<file path="src/rtl/imm_pkg.sv">
// Shared types and constants for the immediate-extension stage.
package imm_pkg;

    localparam int IMM_W = 25;
    localparam int PFX_W = 19;

    // 3-bit format code carried with each decoded instruction; 6 and 7 are unnamed
    typedef enum logic [2:0] {
        FMT_I   = 3'd0,
        FMT_U   = 3'd1,
        FMT_S   = 3'd2,
        FMT_B   = 3'd3,
        FMT_J   = 3'd4,
        FMT_PFX = 3'd5
    } imm_fmt_e;

    // Prefix-fusion state
    typedef enum logic {
        ST_IDLE = 1'b0,
        ST_HELD = 1'b1
    } pfx_state_e;

endpackage

</file>
<file path="src/rtl/imm_ext_comb.sv">
// Combinational format table: raw 25-bit immediate field to 32-bit imm/imm2.
module imm_ext_comb
    import imm_pkg::*;
(
    input  logic [IMM_W-1:0] imm_i,
    input  logic [2:0]       fmt_i,
    output logic [31:0]      imm_o,
    output logic [31:0]      imm2_o
);

    // Decode the format code; imm2 is only meaningful for FMT_B
    always_comb begin
        imm_o  = '0;
        imm2_o = '0;
        case (fmt_i)
            FMT_I: imm_o = {{19{imm_i[24]}}, imm_i[24:12]};
            FMT_U: imm_o = {imm_i[24:6], 13'b0};
            FMT_S: imm_o = {{19{imm_i[24]}}, imm_i[24:18], imm_i[5:0]};
            FMT_B: begin
                imm_o  = {{26{imm_i[17]}}, imm_i[17:12]};
                imm2_o = {{19{imm_i[24]}}, imm_i[24:18], imm_i[5:0]};
            end
            FMT_J: imm_o = {{13{imm_i[24]}}, imm_i[24:6]};
            default: begin
                imm_o  = '0;
                imm2_o = '0;
            end
        endcase
    end

endmodule

</file>
<file path="src/rtl/imm_ext_stage.sv">
// Registered, handshaked immediate-extension stage with prefix fusion.
//
//  state   | meaning
//  --------+-----------------------------------------------------------
//  ST_IDLE | no prefix outstanding; every non-prefix input is extended
//  ST_HELD | pfx_q holds the upper 19 bits waiting for a format-0 partner
module imm_ext_stage
    import imm_pkg::*;
#(
    parameter int XLEN  = 32,
    parameter int TAG_W = 8
) (
    input  logic             clk,
    input  logic             rstn,
    input  logic             flush,
    input  logic             in_valid,
    output logic             in_ready,
    input  logic [IMM_W-1:0] in_imm,
    input  logic [2:0]       in_src,
    input  logic [TAG_W-1:0] in_tag,
    output logic             out_valid,
    input  logic             out_ready,
    output logic [XLEN-1:0]  out_imm,
    output logic [XLEN-1:0]  out_imm2,
    output logic [TAG_W-1:0] out_tag,
    output logic             out_fused,
    output logic             prefix_err
);

    pfx_state_e       state_q, state_d;
    logic [PFX_W-1:0] pfx_q, pfx_d;
    logic             valid_q, valid_d;
    logic [XLEN-1:0]  imm_q, imm_d;
    logic [XLEN-1:0]  imm2_q, imm2_d;
    logic [TAG_W-1:0] tag_q, tag_d;
    logic             fused_q, fused_d;
    logic             perr_q, perr_d;

    logic [31:0]      ext_imm;
    logic [31:0]      ext_imm2;
    logic [31:0]      fused_imm;
    logic             accept;

    // Every 32-bit result widens by replicating its bit 31, format U included
    function automatic logic [XLEN-1:0] sext_xlen(input logic [31:0] v);
        logic [XLEN-1:0] r;
        r       = {XLEN{v[31]}};
        r[31:0] = v;
        return r;
    endfunction

    imm_ext_comb u_comb (
        .imm_i  (in_imm),
        .fmt_i  (in_src),
        .imm_o  (ext_imm),
        .imm2_o (ext_imm2)
    );

    assign fused_imm = {pfx_q, in_imm[24:12]};
    // Single output register: accept when it is empty or draining; flush blocks intake
    assign in_ready  = !flush && (!valid_q || out_ready);
    assign accept    = in_valid && in_ready;

    // Next-state: FSM, prefix capture, output beat and prefix-error pulse
    always_comb begin
        state_d = state_q;
        pfx_d   = pfx_q;
        valid_d = valid_q;
        imm_d   = imm_q;
        imm2_d  = imm2_q;
        tag_d   = tag_q;
        fused_d = fused_q;
        perr_d  = 1'b0;
        if (flush) begin
            state_d = ST_IDLE;
            valid_d = 1'b0;
        end else if (accept) begin
            if (in_src == FMT_PFX) begin
                // A prefix produces no beat; any older beat is draining this cycle
                state_d = ST_HELD;
                pfx_d   = in_imm[24:6];
                valid_d = 1'b0;
                perr_d  = (state_q == ST_HELD);
            end else begin
                state_d = ST_IDLE;
                valid_d = 1'b1;
                tag_d   = in_tag;
                imm2_d  = sext_xlen(ext_imm2);
                if (state_q == ST_HELD && in_src == FMT_I) begin
                    imm_d   = sext_xlen(fused_imm);
                    fused_d = 1'b1;
                end else begin
                    imm_d   = sext_xlen(ext_imm);
                    fused_d = 1'b0;
                end
                perr_d = (state_q == ST_HELD) && (in_src != FMT_I);
            end
        end else if (out_ready) begin
            valid_d = 1'b0;
        end
    end

    // State and output registers
    always_ff @(posedge clk or negedge rstn) begin
        if (!rstn) begin
            state_q <= ST_IDLE;
            pfx_q   <= '0;
            valid_q <= 1'b0;
            imm_q   <= '0;
            imm2_q  <= '0;
            tag_q   <= '0;
            fused_q <= 1'b0;
            perr_q  <= 1'b0;
        end else begin
            state_q <= state_d;
            pfx_q   <= pfx_d;
            valid_q <= valid_d;
            imm_q   <= imm_d;
            imm2_q  <= imm2_d;
            tag_q   <= tag_d;
            fused_q <= fused_d;
            perr_q  <= perr_d;
        end
    end

    assign out_valid  = valid_q;
    assign out_imm    = imm_q;
    assign out_imm2   = imm2_q;
    assign out_tag    = tag_q;
    assign out_fused  = fused_q;
    assign prefix_err = perr_q;

endmodule

</file>
<file path="config.mk">
export PLATFORM = sky130hd
export DESIGN_NAME = imm_ext_stage
export DESIGN_NICKNAME = d
export VERILOG_FILES = /design/src/rtl/imm_pkg.sv /design/src/rtl/imm_ext_comb.sv /design/src/rtl/imm_ext_stage.sv
export SDC_FILE = /design/constraint.sdc
export NUM_CORES = 1
export LEC_CHECK = 0
export BUFFER_PORTS_ARGS = -buffer_cell sky130_fd_sc_hd__buf_4
export CAP_MARGIN = 30
export CORE_MARGIN = 10
export CORE_UTILIZATION = 40
export CTS_BUF_LIST = sky130_fd_sc_hd__clkbuf_4 sky130_fd_sc_hd__clkbuf_8 sky130_fd_sc_hd__clkbuf_16
export DETAILED_ROUTE_END_ITERATION = 16
export HOLD_SLACK_MARGIN = 0.03
export PLACE_DENSITY_LB_ADDON = 0.12
export SLEW_MARGIN = 20
export SYNTH_ARGS = -nofsm -noshare
export SYNTH_HDL_FRONTEND = slang
export SYNTH_HIERARCHICAL = 1
export SYNTH_SLANG_ARGS = --single-unit
</file>
<file path="constraint.sdc">
create_clock -name clk -period 1.8 [get_ports clk]
set_input_delay 0.36 -clock clk [delete_from_list [all_inputs] [get_ports clk]]
set_output_delay 0.36 -clock clk [all_outputs]
set_load 0.01 [all_outputs]
</file>
==> key figures, run 1 <==
Status
  – Status: finished, final reports clean

Routing
  – DR DRC count: 0
  – Vias per inst: approximately 5.2
  – Initial DRT Pass Iterations: 5
  – DR WL/cell: between 15 and 20 µm
  – Met3 wire len: roughly 1100 µm
  – DR vias: ~3300
  – Met2 wire length: 5690 µm
  – Wl on met1: 5360 µm
  – WL final: 12400 µm
  – Initial DRC count: around 140
  – Top layer in use: met4
  – Post-route antenna net violation count: 0

Floorplanning
  – Die area: 16700 µm²
  – Core area: approximately 12000 µm²
  – Initial Utilization: between 40% and 50%
  – I/O pins: between 100 and 150
  – Die W: between 100 and 150 µm
  – Site Rows: 39
  – Die H: between 100 and 150 µm

CTS
  – CTS Buf Count: 9
  – CTS HTree Levels: 3
  – CTS tree: done
  – Maximum root-to-sink buffer count: 2
  – Clk Latency, worst-skew pair: ~0.35 ns
  – Clk slew on worst S/H paths: around 0.060 ns
  – Clock Sinks: 95
  – CTS Root Cell: clkbuf_16
  – Post-CTS Setup Bufs: 0

Yosys
  – Post-synthesis adder-cell area fraction: 0%
  – Synth Register Bits: 95
  – Compound-Gate Fraction of Synth Area: 6.96%
  – Register area share after synthesis: around 50%
  – Largest family of logic cells by synthesized area: multiplexers
  – Mapped Nets: about 400
  – Synth Instances: between 300 and 400
  – Post-synth cell types: 34
  – Synth Area per Inst: roughly 13 µm²
  – Post-synthesis mux area share: 30.9%
  – Post-Synthesis Cell Area: 4780 µm²
  – Synth Area in Simple Gates: approximately 6.3%
  – Xor/xnor share of the synthesized area: 0%
  – Ys Warns: 6

Power
  – Peak VDD IR: between 0.5 and 0.6 mV
  – Power Density: between 900 and 1000 nW/µm²
  – Power, Total: about 0.0058 W
  – Leakage: between 3 and 4 nW

Job
  – Max-Cap Viols: 0

Global route
  – Vias in the first global route: about 3500
  – Grt ovf: 0
  – Largest net degree at the start of global routing: 37
  – Total GRT Usage: 15.1%
  – Initial antenna violation count: 0
  – First-pass GRT wire length: about 20000 µm

STA
  – Hold WS: ~0.24 ns
  – Final min period: around 1.7 ns
  – Slew @ Worst Pin: around 0.9 ns
  – Max_slew headroom: approximately 41%
  – Setup Skew: roughly 0.0053 ns
  – RSZ-0062 raised after global routing: no
  – Fmax: 596 MHz
  – Final Hold Viols: 0
  – Period utilisation layout: between 90% and 100%
  – Final Max Slew Viols: 0
  – # setup viols final: 0

Finish
  – Final #Nets: around 520
  – # fillers: between 1000 and 1500
  – Sequential Area: around 2400 µm²
  – Area grow syn2layout: 30.4%
  – # diodes: 0
  – Multi-input logic area: ~2100 µm²
  – Layout cells sized above 1: 59.7%

Worst setup path
  – Cell mode on critical path: mux2_2
  – Crit path DAT: 1.91 ns
  – Critical-path cell list: nor4b_4 -> buf_12 -> mux2_2 -> mux2_2
  – Crit path launch type: flip-flop
  – Slowest stage cell, crit path: dfrtp_1
  – CP delay by family, top: multiplexers
  – Max stage delay on crit path: about 0.38 ns
  – CP required: approximately 2 ns
  – CP Max Fanout: 32
  – Worst Setup End Kind: flip-flop
  – Worst path bufs/invs: 1
  – WS Path Type: reg -> reg

Placed design
  – Hpwl dp: between 9000 and 10000 µm
  – Final Wtd Congestion: 0.811
  – I/O Buffers: 116

Min path
  – HP Class: in -> reg
==> worst register-to-register path, cell delays in order, from the launching register on <==
cell and delay [ns]:
dfrtp_1 0.38, nor4b_4 0.29, buf_12 0.26, mux2_2 0.38
mux2_2 0.26
==> cell type report <==
class | instances | area share (%)
Clock inverter | 2 | 0.261
Sequential cell | 95 | 38.1
Clock buffer | 13 | 4.30
Inverter | 3 | 0.181
Timing Repair Buffer | 150 | 20.3
Multi-Input combinational cell | 223 | 33.9
Tap cell | 143 | 2.87
==> report_power, final <==
part	switching, W	internal (W)	total (W)
clock network	0.000799	0.00104	0.00184
registers	0.000167	0.00246	0.00262
logic	0.000551	0.000765	0.00132
total	0.00152	0.00426	0.00578
==> sequential cells by signal (all words and copies together) (netlist names) <==
name,count
out_imm,32
out_fused,1
pfx_q,19
out_valid,1
out_tag,8
out_imm2,32
state_q,1
prefix_err,1
==> per-layer routing <==
metal	track usage, %	up-vias
li1	-	1541
met2	23.4	98
met1	18.7	1637
met4	6.22	0
met5	0	-
met3	5.75	16
==> worst paths after layout <==
path | cells past startpoint | start | to | slack (ns)
worst max-delay path | 4 | state_q | out_imm[5] | 0.12
worst min-delay path | 2 | flush | state_q | 0.24
worst max register to register | 4 | state_q | out_imm[5] | 0.12
worst min register to register | 1 | pfx_q[9] | pfx_q[9] | 0.50
max in group asynchronous | 3 | rstn | out_imm[18] | 0.71
min in group asynchronous | 2 | rstn | out_imm[5] | 0.55
==> timing repair <==
item / CTS / global route
hold buffers: 1 / 0
resized for setup: 0 / 0
hold endpoints to repair: 32 / 0
==> logic make-up (layout without fill, tap and decap cells) <==
group / count (synthesis) / after routing
multiplexers: 130 / 130
flip-flops: 95 / 95
AO/OA/AOI/OAI: 48 / 48
AND/OR/NAND/NOR: 45 / 45
buffers and inverters: 44 / 168
==> synth_stat cells (all sizes together) <==
| library cell | count | area [µm²] |
|---|---|---|
| a21o | 14 | 105 |
| a21oi | 2 | 10.0 |
| a22oi | 5 | 37.5 |
| a31o | 1 | 17.5 |
| a31oi | 7 | 43.8 |
| a32oi | 5 | 43.8 |
| and2b | 1 | 10.0 |
| and3 | 13 | 81.3 |
| and4b | 1 | 10.0 |
| buf | 37 | 265 |
| clkbuf | 4 | 15.0 |
| clkinv | 1 | 3.75 |
| dfrtp | 95 | 2380 |
| inv | 2 | 7.51 |
| mux2 | 124 | 1420 |
| mux2i | 6 | 60.1 |
| nand2 | 16 | 60.1 |
| nand2b | 1 | 6.26 |
| nand3b | 1 | 20.0 |
| nand4b | 1 | 8.76 |
| nor2 | 2 | 7.51 |
| nor2b | 3 | 18.8 |
| nor3 | 1 | 10.0 |
| nor3b | 1 | 7.51 |
| nor4 | 2 | 27.5 |
| nor4b | 1 | 23.8 |
| o21ai | 12 | 60.1 |
| o31ai | 2 | 15.0 |
| or4 | 1 | 7.51 |
==> placed cells by master, fill, tap and decap left out, types with 2 or more instances in the layout <==
cell type and count:
clkbuf_4 2, a22oi_1 5, clkbuf_16 9, a21oi_1 2
a31oi_1 7, nor2b_1 3, mux2_1 4, mux2_4 7
a21o_1 14, o31ai_1 2, mux2_2 113, clkbuf_8 2
buf_4 138, nand2_1 16, mux2i_1 6, o21ai_0 12
nor2_1 2, inv_1 2, and3_1 13, buf_12 11
a32oi_1 5, dfrtp_1 95
==> per-stage QoR <==
step | setup slack (ns) | instances | utilization, % | setup TNS, ns | area [µm²]
global route | 0.0330 | 629 | 53.9 | 0 | 6230
detailed placement | -0.148 | 613 | 51.3 | -5.42 | 5940
floorplan | -0.101 | 362 | - | -0.839 | 4800
CTS | 0.113 | 629 | 53.9 | 0 | 6230
global placement | -0.118 | 613 | 51.3 | -3.91 | 5940
finish | 0.123 | 629 | 53.9 | 0 | 6230
Power figures use the tool's default switching activity.
==> run 2, diff against run 1 <==
--- a/config.mk
+++ b/config.mk
@@ -7,7 +7,7 @@
 export LEC_CHECK = 0
 export BUFFER_PORTS_ARGS = -buffer_cell sky130_fd_sc_hd__buf_4
 export CAP_MARGIN = 30
-export CORE_MARGIN = 10
+export CORE_MARGIN = 2
 export CORE_UTILIZATION = 40
 export CTS_BUF_LIST = sky130_fd_sc_hd__clkbuf_4 sky130_fd_sc_hd__clkbuf_8 sky130_fd_sc_hd__clkbuf_16
 export DETAILED_ROUTE_END_ITERATION = 16
==> constraint.sdc (replaced) <==
create_clock -name clk -period 1.6 [get_ports clk]
set_input_delay 0.32 -clock clk [delete_from_list [all_inputs] [get_ports clk]]
set_output_delay 0.32 -clock clk [all_outputs]
set_load 0.01 [all_outputs]
==> key figures, run 2 (synthesis results as in run 1) <==
Status
  – Status: finished, final reports clean

Floorplanning
  – Die W: 113 µm (-12%)
  – Initial Utilization: 41.5% (+0.18 points)
  – Core area: 11500 µm² (-0.42%)
  – Die area: 12800 µm² (-23%)
  – Die H: 113 µm (-12%)
  – I/O pins: 117 (unchanged)
  – Site Rows: 39 (unchanged)

Worst setup path
  – Max stage delay on crit path: 0.35 ns (-0.03 ns)
  – Worst Setup End Kind: flip-flop
  – Critical-path cell list: nor4b_4 -> buf_6 -> buf_12 -> mux2_2 -> mux2_2
  – CP Max Fanout: 13 (-59%)
  – Crit path DAT: 1.82 ns (-0.09 ns)
  – WS Path Type: reg -> reg
  – R2R Path End: out_imm[16]
  – Cell mode on critical path: mux2_2
  – CP required: 1.82 ns (-0.21 ns)
  – R2r startpoint: state_q
  – R2R depth: 5 (+1)
  – Reg2Reg Setup Slack: 0.001 ns (-0.12 ns)
  – Slowest stage cell, crit path: dfrtp_1
  – Crit path launch type: flip-flop

Routing
  – DR vias: 3320 (+0.85%)
  – Vias per inst: 5.22 (-0.26%)
  – Initial DRT Pass Iterations: 4 (-1)
  – DR DRC count: 0 (unchanged)
  – Post-route antenna net violation count: 0 (unchanged)
  – Initial DRC count: 142 (unchanged)
  – DR WL/cell: 18.6 µm (-5.3%)
  – WL final: 11800 µm (-4.3%)

Power
  – Peak VDD IR: 0.500 mV (-6.2%)
  – Leakage: 3.33 nW (+3.7%)
  – Switching part of the total: 25.6% (-0.62 points)
  – Power, Total: 0.00674 W (+17%)
  – Register share of total power: 43.9% (-1.5 points)
  – Power Density: 1050 nW/µm² (+13%)
  – Comb power frac: 23.0% (+0.2 points)
  – Clock share of power: 33.0% (+1.2 points)
  – Pint: 0.00501 W (+18%)
  – Sw Pwr: 0.00173 W (+14%)

STA
  – Final min period: 1.60 ns (-0.0784 ns)
  – Fmax: 626 MHz (+4.9%)
  – Setup Skew: 0.00572 ns (+0.000449 ns)
  – Setup TNS: 0 ns (unchanged)
  – RSZ-0062 raised after global routing: yes
  – Slew @ Worst Pin: 0.583 ns (-0.293 ns)
  – Final Max Slew Viols: 0 (unchanged)
  – # setup viols final: 0 (unchanged)
  – Final Hold Viols: 0 (unchanged)
  – Period utilisation layout: 99.9% (+6.7 points)
  – Max_slew headroom: 61.0% (+20 points)

CTS
  – Clk slew on worst S/H paths: 0.07 ns (about the same)
  – Clock Sinks: 95 (unchanged)
  – CTS tree: done
  – CTS Buf Count: 9 (unchanged)
  – Maximum root-to-sink buffer count: 2 (unchanged)
  – CTS Root Cell: clkbuf_16
  – CTS HTree Levels: 3 (unchanged)
  – Clk Latency, worst-skew pair: 0.34 ns (about the same)

Min path
  – HP Class: in -> reg
  – Hold EP: out_tag[0]
  – WHS Path Cells: 2 (unchanged)
  – Min-delay src: in_tag[0]

Finish
  – Commonest non-fill, non-tap cell in the layout: buf_4
  – # diodes: 0 (unchanged)
  – Layout cells sized above 1: 61.5% (+1.8 points)
  – Area grow syn2layout: 34.7%
  – # fillers: 1005 (-4.1%)
  – Final #Nets: 529 (+1.1%)
  – Most frequent cells in the layout: buf_4 (140), dfrtp_1 (95), mux2_2 (85), mux2_4 (36), nand2_1 (15)

Global route
  – First-pass GRT wire length: 18500 µm (-6.1%)
  – Largest net degree at the start of global routing: 37 (unchanged)
  – Initial antenna violation count: 0 (unchanged)
  – Vias in the first global route: 3351 (-5.4%)
  – Total GRT Usage: 18.7% (+3.6 points)
  – Grt ovf: 0 (unchanged)

Job
  – Max-Cap Viols: 0 (unchanged)

Placed design
  – I/O Buffers: 116 (unchanged)
  – Final Wtd Congestion: 0.890 (+9.9%)
  – Hpwl dp: 8470 µm (-7.7%)
==> run 2: cell count changes in the layout (fill, tap and decap cells not counted), moves of 2 or more <==
cell / change
buf_6: +5
buf_4: +2
mux2_2: -28
buf_12: -2
mux2_4: +29
==> run 2: worst max-delay path by stage <==
stage | from | end | slack (ns)
after floorplan | in_src[1] | out_imm[29] | -0.26
after global placement | in_src[0] | out_imm[24] | -0.41
after detailed placement | in_src[0] | out_imm[30] | -0.42
after CTS | state_q | out_imm[29] | -0.02
after global routing | state_q | out_imm[12] | -0.08
final | state_q | out_imm[16] | 0.001
==> run 2: power groups by stage <==
stage	logic, W	registers, W	clock network, W
6_report	0.00155	0.00296	0.00223
3_3_place_gp	0.00147	0.00298	0
5_1_grt	0.00167	0.00301	0.00239
2_1_floorplan	0.000634	0.00307	0
4_1_cts	0.00151	0.00295	0.00230
3_5_place_dp	0.00149	0.00300	0
==> run 2: what timing repair did <==
action	in CTS	in global routing
buffers inserted	1	1
resized for setup	7	33
pin swaps	0	1
cloned	1	0
setup endpoints to repair	49	52
hold buffers	1	0
hold endpoints to repair	28	0
==> run 2: routing by layer <==
metal / track usage, % / vias up / part of all wire, %
met2: 27.7 / 105 / 45
met1: 27.5 / 1662 / 48
met3: 3.75 / 9 / 6.0
met4: 6.34 / 0 / 1.0
li1: - / 1544 / -
met5: 0 / - / 0
==> run 2: final cells by class <==
cell class,instances,area [µm²],share of cell area (%)
tap,143,179,2.78
inverter,3,11.3,0.175
sequential,95,2380,36.9
clock buffer,12,260,4.04
clock inverter,4,53.8,0.836
timing repair buffer,156,1310,20.4
multi-input combinational,223,2240,34.8
==> run 2: critical path, delay by kind of cell (launching register included) <==
kind	cells	cell delay, ns
and+or+nand+nor	1	0.21
muxes	2	0.60
buffers and inverters	2	0.31
DFF	1	0.35
==> run 2: per-stage QoR <==
step	std cells	setup WS, ns	utilization (%)	instance area [µm²]	hold WS, ns
final	636	0.00149	55.9	6440	0.207
after global routing	636	-0.0776	55.9	6440	0.204
after CTS	635	-0.0190	54.8	6320	0.196
after detailed placement	616	-0.416	51.7	5950	0.290
after global placement	616	-0.407	51.7	5950	0.289
after floorplan	362	-0.261	-	4840	0.0244
